===== src/rtl/song_reader.sv =====
// Song sequencer: walks a song's ROM entries, issues one note at a time
// and waits for the player to finish each note before fetching the next.
module song_reader #(
    parameter int NOTE_AW = 5
) (
    input  logic               clk,
    input  logic               reset,
    input  logic               play,
    input  logic [1:0]         song,
    input  logic               note_done,
    output logic [NOTE_AW+1:0] rom_addr,
    input  logic [11:0]        rom_data,
    output logic [5:0]         note,
    output logic [5:0]         duration,
    output logic               new_note,
    output logic               song_done
);

    typedef enum logic [2:0] {
        IDLE,
        FETCH,
        RETRIEVE,
        LOAD,
        WAIT_NOTE,
        DONE
    } state_e;

    state_e               state_q;
    logic [NOTE_AW-1:0]   idx_q;
    logic [NOTE_AW-1:0]   idx_d;
    logic [NOTE_AW+1:0]   rom_addr_q;
    logic [11:0]          hold_q;
    logic [5:0]           note_q;
    logic [5:0]           dur_q;
    logic                 new_note_q;
    logic                 song_done_q;

    assign idx_d = idx_q + 1'b1;

    // rom_addr is loaded on the edge entering FETCH so the ROM word
    // is ready during RETRIEVE; the song input is sampled only there.
    always_ff @(posedge clk) begin
        if (reset) begin
            state_q     <= IDLE;
            idx_q       <= '0;
            rom_addr_q  <= '0;
            hold_q      <= '0;
            note_q      <= '0;
            dur_q       <= '0;
            new_note_q  <= 1'b0;
            song_done_q <= 1'b0;
        end else begin
            new_note_q  <= 1'b0;
            song_done_q <= 1'b0;
            unique case (state_q)
                IDLE: begin
                    if (play) begin
                        rom_addr_q <= {song, idx_q};
                        state_q    <= FETCH;
                    end
                end
                FETCH: begin
                    state_q <= RETRIEVE;
                end
                RETRIEVE: begin
                    hold_q  <= rom_data;
                    state_q <= LOAD;
                end
                LOAD: begin
                    if (hold_q[5:0] == 6'd0) begin
                        song_done_q <= 1'b1;
                        state_q     <= DONE;
                    end else if (play) begin
                        note_q     <= hold_q[11:6];
                        dur_q      <= hold_q[5:0];
                        new_note_q <= 1'b1;
                        state_q    <= WAIT_NOTE;
                    end
                end
                WAIT_NOTE: begin
                    if (note_done) begin
                        if (&idx_q) begin
                            song_done_q <= 1'b1;
                            state_q     <= DONE;
                        end else begin
                            idx_q      <= idx_d;
                            rom_addr_q <= {song, idx_d};
                            state_q    <= FETCH;
                        end
                    end
                end
                DONE: begin
                    idx_q   <= '0;
                    state_q <= IDLE;
                end
                default: begin
                    state_q <= IDLE;
                end
            endcase
        end
    end

    assign rom_addr  = rom_addr_q;
    assign note      = note_q;
    assign duration  = dur_q;
    assign new_note  = new_note_q;
    assign song_done = song_done_q;

endmodule

===== config.mk =====
export PLATFORM = sky130hd
export DESIGN_NAME = song_reader
export DESIGN_NICKNAME = d
export VERILOG_FILES = /design/src/rtl/song_reader.sv
export SDC_FILE = /design/constraint.sdc
export NUM_CORES = 1
export LEC_CHECK = 0
export CAP_MARGIN = 20
export CORE_UTILIZATION = 46
export CTS_BUF_LIST = sky130_fd_sc_hd__clkbuf_8
export DETAILED_ROUTE_END_ITERATION = 8
export PLACE_DENSITY_LB_ADDON = 0.12
export SYNTH_ARGS = -nofsm -noshare
export SYNTH_HDL_FRONTEND = slang
export SYNTH_SLANG_ARGS = --single-unit

===== constraint.sdc =====
create_clock -name clk -period 1.8 [get_ports clk]
set_input_delay 0.45 -clock clk [delete_from_list [all_inputs] [get_ports clk]]
set_output_delay 0.45 -clock clk [all_outputs]
set_load 0.03 [all_outputs]

After elaboration in Yosys (flattened, before gate mapping) --
Index checks and enable logic that the tools add are counted.
Storage, ports and cells: word-level logic and storage cells 48, bits of input ports 18, flip-flop bits (word level) 41, output and inout port bits 21
Operators by class: multiplexer cells 18, bitwise logic cells 2, add/subtract/negate cells 1, reduce and logical (&&, ||, !) cells 10, eq/ne operators 9
Operators by type and width (number):
- $mux 7 | 3
- $mux 3 | 5
- $pmux 3 s5 | 1
- $pmux 7 s2 | 1
- $mux 5 | 2
- $pmux 5 s2 | 1
- $reduce_and 3->1 | 3
- $eq 3x2->1 const B | 2
- $eq 3x3->1 const B | 2
- $logic_not 6->1 | 1
- $ne 2x2->1 const B | 3
- $add 5x1->5 const B | 1
- $reduce_and 5->1 | 1
- $mux 1 | 4
- $reduce_and 4->1 | 1
- $reduce_bool 2->1 | 2
- $eq 3x1->1 const B | 1
- $logic_not 3->1 | 1
- $ne 3x3->1 const B | 1
- $reduce_or 3->1 | 1
- $not 1->1 | 2
- $pmux 1 s2 | 1

Longest topological paths before layout --
depth after elaboration 4, mapped depth 8, depth with buffers taken out 7

Worst setup path after synthesis --
No wires, ideal clock.
path kind reg2reg, start register idx_q[0], end register rom_addr_q[5], in the netlist rom_addr[5], data required time 1672 ps, period minus slack after synthesis 1839 ps, slack -39 ps, arrival 1711 ps, stages on the path, launching flop included 9, path through dfxtp_1 ha_1 and3_1 ha_1 nand3b_1 a21boi_1 buf_2 mux2i_1 nor2_1
Between the ends: word-level cells in the longest chain between the ends 3
Ends and longest elaborated chain:
- from (decl) | line 29 | logic [NOTE_AW-1:0] idx_q;
- from (signal assigned) | line 86 | idx_q <= idx_d;
- $reduce_and 5->1 | line 82 | if (&idx_q) begin
- $ne 2x2->1 (no source line)
- $reduce_and 4->1 (no source line)
- to (signal assigned) | line 58 | rom_addr_q <= {song, idx_q};
- to (signal assigned) | line 87 | rom_addr_q <= {song, idx_d};
- to (decl) | line 31 | logic [NOTE_AW+1:0] rom_addr_q;
No other way between the ends. A chain may end at the register's enable or synchronous reset.

Final worst setup path --
start register note_q[3], in the netlist note[3], end output port note[3]
RTL lines:
- from (decl) | line 33 | logic [5:0] note_q;
- from (signal assigned) | line 74 | note_q <= hold_q[11:6];
- to (decl) | line 13 | output logic [5:0] note,
No word-level cell between the ends.

==> results.sh <==
export IMPL_p_int_w=0.00160
export IMPL_core_mm2=0.00342
export IMPL_layout_setup_ws_ns=0.0446
export IMPL_maxCapViolations=0
export IMPL_p_sw_w=0.000538
export IMPL_cp_start_kind="register"
export IMPL_syn_inst=175
export IMPL_vias=1458
export IMPL_crit_chain="clkdlybuf4s50_1"
export IMPL_grt_pass1_wl_um=5780
export IMPL_cp_end_kind="primary output"
export IMPL_grt_usage=0.190
export IMPL_fillers=261
export IMPL_synth_avg_cell_area_um2=9.64
export IMPL_diodes=0
export IMPL_routed_wl_um=3780
export IMPL_htree_levels=2
export IMPL_cts_buffers=5
export IMPL_post_route_period_util=0.975
export IMPL_cts_hold_buf=0
export IMPL_tritoncts="done"
export IMPL_port_buffers=38
export IMPL_cp_slowest_cell="clkdlybuf4s50_1"
export IMPL_ant_nets=0
export IMPL_power_leakage_nw=0.916
export IMPL_post_place_ws_ns=-0.0686
export IMPL_wl_per_cell_um=13.8
export IMPL_die_w_um=62.6
export IMPL_start_util=0.494
export IMPL_hold_path_class="register to register"
export IMPL_maxSlewHeadroom=0.790
export IMPL_drc=0
export IMPL_share_seq_of_total_power=0.461
export IMPL_max_stage_delay_ns=0.67
export IMPL_arrival_ns=1.31
export IMPL_pin_count=39
export IMPL_reg2regPathDepth=8
export IMPL_ys_seq_elements=41
export IMPL_gr_total_overflow=0
export IMPL_clk_path_buf_depth=2
export IMPL_finalHoldViolations=0
export IMPL_grt_pass1_vias=1352
export IMPL_drv_slew=0
export IMPL_fmax_ghz=0.570
export IMPL_finalSetupTns_ns=0
export IMPL_cp_max_fo=2
export IMPL_outcome="finished clean"
export IMPL_cts_root_buf="clkbuf_8"
export IMPL_ir_drop_mv=0.586
export IMPL_die_y_um=62.6
export IMPL_areaGrowthSynthToFinish_pct=42.1
export IMPL_die_area_mm2=0.00392
export IMPL_post_route_cells_drive_above_1_share=0.175
export IMPL_period_minus_slack_ns=1.76
export IMPL_grt_max_degree=25
export IMPL_crit_family="buffers and inverters"
export IMPL_syn_nets=195
export IMPL_crit_required_ns=1.35
export IMPL_powerDensity_mw_per_mm2=892
export IMPL_seq_area_frac_synth=0.486
export IMPL_crit_type="register to primary output"
export IMPL_critical_path_cell_count=1
export IMPL_skew_ns=0.00287
export IMPL_dr_pass1_iters=4
export IMPL_routabilityCongestion=0.851
export IMPL_clock_power_share=0.351
export IMPL_yosysWarnings=0
export IMPL_rsz0062_at_grt="false"
export IMPL_antenna_found_initial=0
export IMPL_switching_share=0.251
export IMPL_viasPerCell=5.32
export IMPL_cts_sinks=41
export IMPL_place_hpwl_um=2460
export IMPL_path_buf_inv=1
export IMPL_finalSetupViolations=0
export IMPL_clk_latency_ns=0.29
export IMPL_hold_path_depth=2
export IMPL_clkTransAtPathRegs_ns=0.08
export IMPL_nets=247
export IMPL_rows=21
export IMPL_worst_pin_slew_ns=0.314
export IMPL_initialDrtViolationCount=94
export IMPL_mappedNetlistArea_mm2=0.00169
export IMPL_p_total_w=0.00214
export IMPL_combPwrFrac=0.188
export IMPL_synth_cell_types=38
[synth_stat cells, drive strengths merged]
| library cell | number | area [um^2] |
|---|---|---|
| nor2 | 43 | 164 |
| dfxtp | 41 | 821 |
| mux2i | 26 | 260 |
| buf | 7 | 40.0 |
| nand2 | 7 | 26.3 |
| a21oi | 4 | 23.8 |
| a311oi | 4 | 35.0 |
| clkbuf | 4 | 15.0 |
| a211oi | 3 | 22.5 |
| nand2b | 3 | 18.8 |
| nor3 | 3 | 15.0 |
| nor4 | 3 | 25.0 |
| a22oi | 2 | 15.0 |
| ha | 2 | 25.0 |
| nor3b | 2 | 25.0 |
| o21ai | 2 | 10.0 |
| xnor2 | 2 | 17.5 |
| a2111oi | 1 | 10.0 |
| a21boi | 1 | 7.51 |
| a32oi | 1 | 8.76 |
| and2 | 1 | 7.51 |
| and3 | 1 | 6.26 |
| and3b | 1 | 8.76 |
| inv | 1 | 3.75 |
| nand3 | 1 | 5.00 |
| nand3b | 1 | 7.51 |
| nand4b | 1 | 8.76 |
| nor2b | 1 | 6.26 |
| o211a | 1 | 10.0 |
| o21a | 1 | 7.51 |
| o21bai | 1 | 7.51 |
| or3 | 1 | 6.26 |
| or3b | 1 | 8.76 |
| xor2 | 1 | 8.76 |
[what timing repair did]
item / in CTS / in global routing
gates resized for setup: 1 / 13
cloned: 0 / 1
buffers inserted: 0 / 1
endpoints found under the setup margin: 2 / 10
pin swaps: 1 / 3
[layout make-up]
type / count / area [um^2] / area share
Multi-Input combinational cell: 122 / 858 / 0.358
Timing Repair Buffer: 56 / 539 / 0.225
Clock buffer: 6 / 82.6 / 0.0344
Inverter: 1 / 3.75 / 0.00156
Tap cell: 46 / 57.6 / 0.0240
Sequential cell: 41 / 823 / 0.343
Clock inverter: 2 / 33.8 / 0.0141
[state kept, by name, indices dropped and copies added (netlist names)]
register	cells
rom_addr	7
hold_q	12
duration	6
state_q	3
song_done	1
note	6
new_note	1
idx_q	5
[metrics by stage]
step                std cells  utilization  hold slack [ns]  area, um^2
CTS                       272        0.683            0.508        2330
finish                    274        0.702            0.498        2400
floorplan                 175            -            0.460        1700
global route              274        0.702            0.530        2400
global placement          264        0.648            0.472        2210
detailed placement        264        0.648            0.492        2210
[power groups by stage]
stage | registers (W) | logic [W] | clock network, W
finish | 0.000987 | 0.000403 | 0.000751
global route | 0.000993 | 0.000434 | 0.000815
CTS | 0.000987 | 0.000388 | 0.000768
detailed placement | 0.00101 | 0.000385 | 0
global placement | 0.00101 | 0.000380 | 0
floorplan | 0.00104 | 0.000205 | 0
[logic make-up after synthesis]
group,count (synthesis),share of synthesized area
adders and majority gates,2,0.0148
AOI/OAI and AO/OA,21,0.0934
and+or+nand+nor,70,0.201
xor gates and xnor gates,3,0.0156
DFF,41,0.486
muxes,26,0.154
buffers and inverters,12,0.0348
[metal layers]
metal	GRT usage	part of all wire	wire length, um
met1	0.201	0.41	1530
met2	0.333	0.53	1990
met3	0.0602	0.053	199
met4	0.102	0.015	57
met5	0	0	0
[worst min-delay path, delay by kind of cell, from the launching register on]
kind / cells / cell delay [ns]
DFF: 1 / 0.33
and+or+nand+nor: 1 / 0.08
muxes: 1 / 0.06
[worst paths after layout]
check,startpoint,endpoint,slack (ns)
min reg2reg,duration[2],duration[2],0.50
max,note[3],note[3],0.04
max reg2reg,idx_q[1],rom_addr[0],0.05
min,duration[2],duration[2],0.50
[layout by cell type, fill, tap and decap left out, types with 6 or more instances in the layout]
cell type / n
clkdlybuf4s50_1: 35
buf_4: 16
nor2_1: 41
clkbuf_8: 6
dfxtp_1: 39
nand2_1: 7
mux2i_1: 26
Note: power is estimated with default switching activity, not from simulation.
